**config.mk**
```make
export PLATFORM = sky130hd
export DESIGN_NAME = cond_logic
export DESIGN_NICKNAME = d
export VERILOG_FILES = /design/src/rtl/cond_logic_pkg.sv /design/src/rtl/cond_logic_check.sv /design/src/rtl/cond_logic.sv
export SDC_FILE = /design/constraint.sdc
export NUM_CORES = 1
export LEC_CHECK = 0
export CORE_UTILIZATION = 37
export CTS_BUF_LIST = sky130_fd_sc_hd__clkbuf_16
export DETAILED_ROUTE_END_ITERATION = 10
export GPL_TIMING_DRIVEN = 0
export PLACE_DENSITY = 0.76
export SYNTH_ARGS = -nofsm -noshare
export SYNTH_HDL_FRONTEND = slang
export SYNTH_SLANG_ARGS = --single-unit
```
**constraint.sdc**
```tcl
create_clock -name clk -period 2 [get_ports clk]
set_clock_uncertainty 0.05 [all_clocks]
set_input_delay 0.3 -clock clk [delete_from_list [all_inputs] [get_ports clk]]
set_output_delay 0.3 -clock clk [all_outputs]
set_load 0.02 [all_outputs]
```
**src/rtl/cond_logic_pkg.sv**
```systemverilog
// Shared condition-code and flag definitions for the ARM condition stage.
// Imported by the condition checker, the flag stage and the decoder.
package cond_logic_pkg;

  typedef enum logic [3:0] {
    EQ = 4'h0,
    NE = 4'h1,
    CS = 4'h2,
    CC = 4'h3,
    MI = 4'h4,
    PL = 4'h5,
    VS = 4'h6,
    VC = 4'h7,
    HI = 4'h8,
    LS = 4'h9,
    GE = 4'ha,
    LT = 4'hb,
    GT = 4'hc,
    LE = 4'hd,
    AL = 4'he,
    NV = 4'hf
  } cond_t;

  localparam int FLAG_N = 3;
  localparam int FLAG_Z = 2;
  localparam int FLAG_C = 1;
  localparam int FLAG_V = 0;

  // FlagW[1] writes N,Z; FlagW[0] writes C,V.
  localparam int FLAGW_NZ = 1;
  localparam int FLAGW_CV = 0;

endpackage

```
**src/rtl/cond_logic_check.sv**
```systemverilog
// Combinational evaluation of a 4-bit condition field against NZCV.
// All 16 codes decode; NV behaviour is a parameter.
module cond_check
  import cond_logic_pkg::*;
#(
  parameter logic COND_NV_EXEC = 1'b1
) (
  input  logic [3:0] cond,
  input  logic [3:0] flags,
  output logic       cond_ex
);

  logic n, z, c, v;
  logic ge;

  assign n  = flags[FLAG_N];
  assign z  = flags[FLAG_Z];
  assign c  = flags[FLAG_C];
  assign v  = flags[FLAG_V];
  assign ge = (n == v);

  always_comb begin
    cond_ex = 1'b0;
    unique case (cond_t'(cond))
      EQ: cond_ex = z;
      NE: cond_ex = !z;
      CS: cond_ex = c;
      CC: cond_ex = !c;
      MI: cond_ex = n;
      PL: cond_ex = !n;
      VS: cond_ex = v;
      VC: cond_ex = !v;
      HI: cond_ex = c & !z;
      LS: cond_ex = !c | z;
      GE: cond_ex = ge;
      LT: cond_ex = !ge;
      GT: cond_ex = !z & ge;
      LE: cond_ex = z | !ge;
      AL: cond_ex = 1'b1;
      NV: cond_ex = COND_NV_EXEC;
    endcase
  end

endmodule

```
**src/rtl/cond_logic.sv**
```systemverilog
// Condition/flag stage after the ALU: NZCV register, registered
// execute decision and squashing of PC/register/memory writes.
module cond_logic
  import cond_logic_pkg::*;
#(
  parameter logic [3:0] FLAGS_RESET  = 4'b0000,
  parameter logic       COND_NV_EXEC = 1'b1
) (
  input  logic       clk,
  input  logic       reset,
  input  logic [3:0] Cond,
  input  logic [3:0] ALUFlags,
  input  logic [1:0] FlagW,
  input  logic       PCS,
  input  logic       NextPC,
  input  logic       RegW,
  input  logic       MemW,
  input  logic       Stall,
  output logic       PCWrite,
  output logic       RegWrite,
  output logic       MemWrite,
  output logic       CondEx,
  output logic [3:0] Flags
);

  logic [1:0] nz_q, nz_d;
  logic [1:0] cv_q, cv_d;
  logic       cond_ex_reg_q, cond_ex_reg_d;

  assign Flags = {nz_q, cv_q};

  cond_check #(
    .COND_NV_EXEC(COND_NV_EXEC)
  ) u_cond_check (
    .cond   (Cond),
    .flags  (Flags),
    .cond_ex(CondEx)
  );

  // The writing instruction is judged against the old flags.
  always_comb begin
    nz_d          = nz_q;
    cv_d          = cv_q;
    cond_ex_reg_d = cond_ex_reg_q;
    if (!Stall) begin
      cond_ex_reg_d = CondEx;
      if (FlagW[FLAGW_NZ] && CondEx) nz_d = ALUFlags[3:2];
      if (FlagW[FLAGW_CV] && CondEx) cv_d = ALUFlags[1:0];
    end
  end

  always_ff @(posedge clk or posedge reset) begin
    if (reset) begin
      nz_q <= FLAGS_RESET[3:2];
    end else begin
      nz_q <= nz_d;
    end
  end

  always_ff @(posedge clk or posedge reset) begin
    if (reset) begin
      cv_q <= FLAGS_RESET[1:0];
    end else begin
      cv_q <= cv_d;
    end
  end

  always_ff @(posedge clk or posedge reset) begin
    if (reset) begin
      cond_ex_reg_q <= 1'b0;
    end else begin
      cond_ex_reg_q <= cond_ex_reg_d;
    end
  end

  // Fetch increments are never squashed.
  assign PCWrite  = (PCS & cond_ex_reg_q) | NextPC;
  assign RegWrite = RegW & cond_ex_reg_q;
  assign MemWrite = MemW & cond_ex_reg_q;

endmodule
```
; ---- Word-level counts from Yosys, hierarchy flattened
; Cells that the tools add are included.
[op_classes]
eq_ne = 16
muxes = 1
bitwise = 9
reduce_logical = 11
[op_table]
columns = operator, n
row1 = 4-bit == test (second input constant), 8
row2 = 4-bit by 3-bit == test with 1-bit output (second input constant), 4
row3 = 1-bit case mux with 15 select lines, 1
row4 = 4-bit by 2-bit == test with 1-bit output (second input constant), 2
row5 = 1-bit AND, 5
row6 = 1-bit logical NOT, 5
row7 = 4-bit by 1-bit == test with 1-bit output (second input constant), 1
row8 = 4-bit logical NOT, 1
row9 = 2-bit AND reduction, 2
row10 = 1-bit bitwise OR, 3
row11 = 1-bit logical AND, 2
row12 = 2-bit OR reduction, 1
row13 = 1-bit == test, 1
row14 = 1-bit NOT, 1
[word_totals]
input_bits = 17
wordCells = 40
output_inout_bits = 8
ff_bits = 5

; ---- Depth between registers and ports, before layout
; Gate-level depths: netlist (run 1).
[logic_depth]
depth_word = 6
mapped_depth = 6
depth_no_buf = 5

; ---- Cells and area by module
; From an unflattened synthesis (run 1), not the netlist that was laid out.
[hier_totals]
cells_unflattened = 45
hier_area_um2 = 421.7
[by_module_without_submodules]
columns = module, cells_each, n_inst, seq_area_each_um2, area_each_um2
row1 = cond_logic, 16, 1, 125.1, 220.2
row2 = cond_check, 29, 1, 0.0, 201.4

; ---- Worst setup path after synthesis (run 1)
; OpenSTA, ideal clock, no wires.
[synth_path]
path_type = reg2reg
startpoint = register nz_q[1]
endpoint = register cond_ex_reg_q
required_time_ns = 1.825
path_stages_with_launch = 6
slack_ns = 0.087
setup_ns = 0.125
arrival_time_ns = 1.738
synth_period_minus_slack_ns = 1.913
path_buffers = 0
path_cell_list = dfrtp_1 -> xor2_1 -> and3_1 -> o311ai_4 -> nand2_1 -> mux2_2
[synth_via]
elab_chain_len = 4
word_cells_on_any_way = 6
cone_classes = 1 x eq/ne / 1 x mux / 2 x bitwise / 2 x reduce/logical
[synth_rtl]
columns = item, line
row1 = start: declaration, cond_logic.sv:26  ; logic [1:0] nz_q, nz_d;
row2 = start signal: assignment, cond_logic.sv:54  ; nz_q <= FLAGS_RESET[3:2];
row3 = start signal: assignment, cond_logic.sv:56  ; nz_q <= nz_d;
row4 = 1-bit == test, cond_logic_check.sv:20  ; assign ge = (n == v);
row5 = 1-bit logical NOT, "cond_logic_check.sv:36, cond_logic_check.sv:38"
row6 = 1-bit bitwise OR, cond_logic_check.sv:38  ; LE: cond_ex = z | !ge;
row7 = 1-bit case mux with 15 select lines (*), cond_logic_check.sv:24  ; unique case (cond_t'(cond))
row8 = net CondEx, cond_logic.sv:22  ; output logic CondEx,
row9 = end signal: assignment, cond_logic.sv:72  ; cond_ex_reg_q <= cond_ex_reg_d;
row10 = end: declaration, cond_logic.sv:28  ; logic cond_ex_reg_q, cond_ex_reg_d;
; The timed path passes the listed nets; every way through them passes the cells marked *.
; A chain may end at the register's enable or synchronous reset.

; ---- Worst setup path in the final report (run 1)
[layout_path]
startpoint = register nz_q[1]
endpoint = register nz_q[0]
[layout_via]
elab_chain_len = 6
word_cells_on_any_way = 8
cone_classes = 1 x eq/ne / 1 x mux / 2 x bitwise / 4 x reduce/logical
[layout_rtl]
columns = item, line
row1 = 1-bit == test, cond_logic_check.sv:20
row2 = 1-bit logical NOT, "cond_logic_check.sv:36, cond_logic_check.sv:38"
row3 = 1-bit bitwise OR, cond_logic_check.sv:38
row4 = 1-bit case mux with 15 select lines (*), cond_logic_check.sv:24
row5 = 1-bit logical AND (*), cond_logic.sv:47  ; if (FlagW[FLAGW_NZ] && CondEx) nz_d = ALUFlags[3:2];
row6 = 2-bit AND reduction (no line) (*), -
; Every way passes the cells marked *; elsewhere a longest branch is shown, timed or not.

==> results of run 1 <==
## worst paths after layout
check | from | end | slack, ps | cells past startpoint
setup / recovery | nz_q[1]$_DFFE_PP0P_ | nz_q[0]$_DFFE_PP0P_ | -7 | 6
hold / removal | reset | cv_q[1]$_DFFE_PP0P_ | 230 | 2
setup reg to reg | nz_q[1]$_DFFE_PP0P_ | nz_q[0]$_DFFE_PP0P_ | -7 | 6
hold reg to reg | cond_ex_reg_q$_DFFE_PP0N_ | cond_ex_reg_q$_DFFE_PP0N_ | 500 | 1
max in group asynchronous | reset | nz_q[0]$_DFFE_PP0P_ | 1480 | 2
min in group clk | cond_ex_reg_q$_DFFE_PP0N_ | cond_ex_reg_q$_DFFE_PP0N_ | 500 | 1
## where the power goes
group	leakage [nW]	switching (mW)	internal (mW)
registers	0.0566	0.0906	0.158
clock network	0.0423	0.0601	0.258
logic	0.243	0.237	0.291
## final cells by class
| class | count | area [sq um] | share of cell area |
|---|---|---|---|
| well taps | 14 | 17.5 | 0.0210 |
| clock inverters | 1 | 3.75 | 0.00449 |
| clock buffers | 3 | 75.1 | 0.0898 |
| multi-input cells | 37 | 354 | 0.424 |
| plain buffers | 3 | 23.8 | 0.0284 |
| repair buffers | 24 | 226 | 0.271 |
| flip-flops and latches | 5 | 128 | 0.153 |
| inverters | 2 | 7.51 | 0.00898 |
## logic make-up (layout without fill, tap and decap cells)
| kind of cell | Yosys count | count (layout) | share of synthesized area |
|---|---|---|---|
| AO/OA/AOI/OAI | 12 | 12 | 0.264 |
| XOR/XNOR | 2 | 2 | 0.0363 |
| buffers and inverters | 5 | 33 | 0.0648 |
| flip-flops | 5 | 5 | 0.259 |
| multiplexers | 5 | 5 | 0.117 |
| AND/OR/NAND/NOR | 18 | 18 | 0.259 |
## worst max-delay path, cell delays in order, from the launching register on
cell      delay [ps]
dfrtp_2          420
and2b_1          200
o32ai_1          350
a211oi_2         140
buf_4            160
a21oi_2          200
mux2_1           360
## state kept, by name (all words and copies together) (netlist names)
register / count
cond_ex_reg_q: 1
cv_q: 2
nz_q: 2
## per-layer routing
metal,wire (um),share of wire
met1,575,0.48
met2,606,0.50
met3,21,0.017
met4,0,0
met5,0,0
## cells in the final DEF, fill, tap and decap left out, drive strengths merged, types with 2 or more instances in the layout
| cell type | Yosys | layout |
|---|---|---|
| a211oi | 2 | 2 |
| a21o | 2 | 2 |
| dfrtp | 5 | 5 |
| clkbuf | 0 | 3 |
| buf | 3 | 7 |
| mux2 | 5 | 5 |
| nand2b | 3 | 3 |
| and2 | 3 | 3 |
| inv | 2 | 3 |
| a21oi | 3 | 3 |
| nand2 | 3 | 3 |
| clkdlybuf4s50 | 0 | 19 |
## stage by stage
step | instances | utilization
2_1_floorplan | 47 | -
3_3_place_gp | 82 | 0.615
3_5_place_dp | 82 | 0.615
4_1_cts | 89 | 0.705
5_1_grt | 89 | 0.723
6_report | 89 | 0.723
## repair_timing
action | in CTS | in global routing
setup endpoints to repair | 5 | 4
gates resized for setup | 7 | 4
pin swaps | 2 | 0
setup buffers | 3 | 0
==> impl_metrics.toml, run 1 <==
[status]
status = "complete, but fails checks"
violations = "setup timing"

[cells_and_area]
antenna-diode-count = 0
drive_above_1_share = 0.320
fin_nets = 93
design_area_sq_um = 836
area_growth_pct = 73.1
n_fill_cell = 90

[timing]
slew_headroom = 0.776
setup_viol = 1
tns_ps = -7.16
tightest_slew_ps = 335
finalMaxSlewViolations = 0
fin_crit_sh = 1.00
fmax_ghz = 0.498
fin_ws_ps = -7.16
fin_crit_ps = 2010
whs_ps = 234
hold_viol = 0

[worst_setup_path]
critPathLaunchType = "flop"
worstPathMaxFanout = 6
arrival_ps = 2050
required_ps = 2050
crit_path_end_kind = "flop"
worstSetupPathType = "reg2reg"

[clock_network]
cts_num_sinks = 5
max-clock-path-buffers = 2
hold_buffers = 0
clock_latency_ps = 220
cts_tree = "done"
cts_inserted_buffers = 3
htree_levels = 1
path_clk_slew_ps = 30
clk_root_buffer_cell = "clkbuf_16"

[global_routing]
first_global_vias = 437
grt_pass1_wl_mm = 1.90
use_met2 = 0.331
gr-usage-met1 = 0.227
track_usage = 0.191
grt.busiest_layer = "met2"
grt_remaining_overflow = 0
use_met3 = 0.0174
antenna_found_initial = 0
grt_max_degree = 11

[yosys]
synth_most_common_cell = "dfrtp_1"
synthesis.nets = 64
synth_top_area_frac = 0.259
ys_types = 32
synth-edff-count = 0
yosys.area.top_type = "dfrtp_1"
syn_area_sq_um = 483
synth_seq_cells = 5
ys_top_cells_by_area = "dfrtp_1 26%, mux2_1 9.3%, o311ai_4 5.4%"
post_synth.cell_area_avg_sq_um = 10.3
async_flop_share = 1.00
synthCells = 47
ys_top_cells_by_count = "5 x dfrtp_1, 4 x mux2_1, 3 x nand2_1, 3 x nand2b_1"
yosysWarnings = 0
synth_seq_area_share = 0.259
synth_ff_type = "dfrtp_1"

[die]
die_w_um = 38.1
ioPinCount = 25
floorplan.initialDensity = 0.418
rows = 12
die-area_sq_um = 1450
fp.coreArea_sq_um = 1160
die_y_um = 38.1

[route]
post_drt_wl_per_cell_um = 13.5
wl_mm = 1.20
viasPerCell = 5.21
final_antenna_net_count = 0
firstDrtPassIters = 2
drt_iter0_markers = 4
drcViolationCount = 0
num_vias = 464

[power]
ir_drop_uv = 956
report.power.total_mw = 1.10
power_density_nw_per_um2 = 1310
power.leakage_nw = 0.342

[placed_design]
placed_area_sq_um = 711
dp_hpwl_um = 796
port_buffers = 21
dp_worst_setup_slack_ps = -655
gp_congestion = 0.616

[min_path]
hold_class = "in2async"

[run]
maxCapViolations = 0
Power figures use the tool's default switching activity.
==> inputs of run 2 (changes only) <==
--- a/config.mk
+++ b/config.mk
@@ -5,6 +5,7 @@
 export SDC_FILE = /design/constraint.sdc
 export NUM_CORES = 1
 export LEC_CHECK = 0
+export ABC_CLOCK_PERIOD_IN_PS = 2000
 export CORE_UTILIZATION = 37
 export CTS_BUF_LIST = sky130_fd_sc_hd__clkbuf_16
 export DETAILED_ROUTE_END_ITERATION = 10
==> results of run 2 <==
The final DEF is identical to that of run 1; final timing and power are the same.
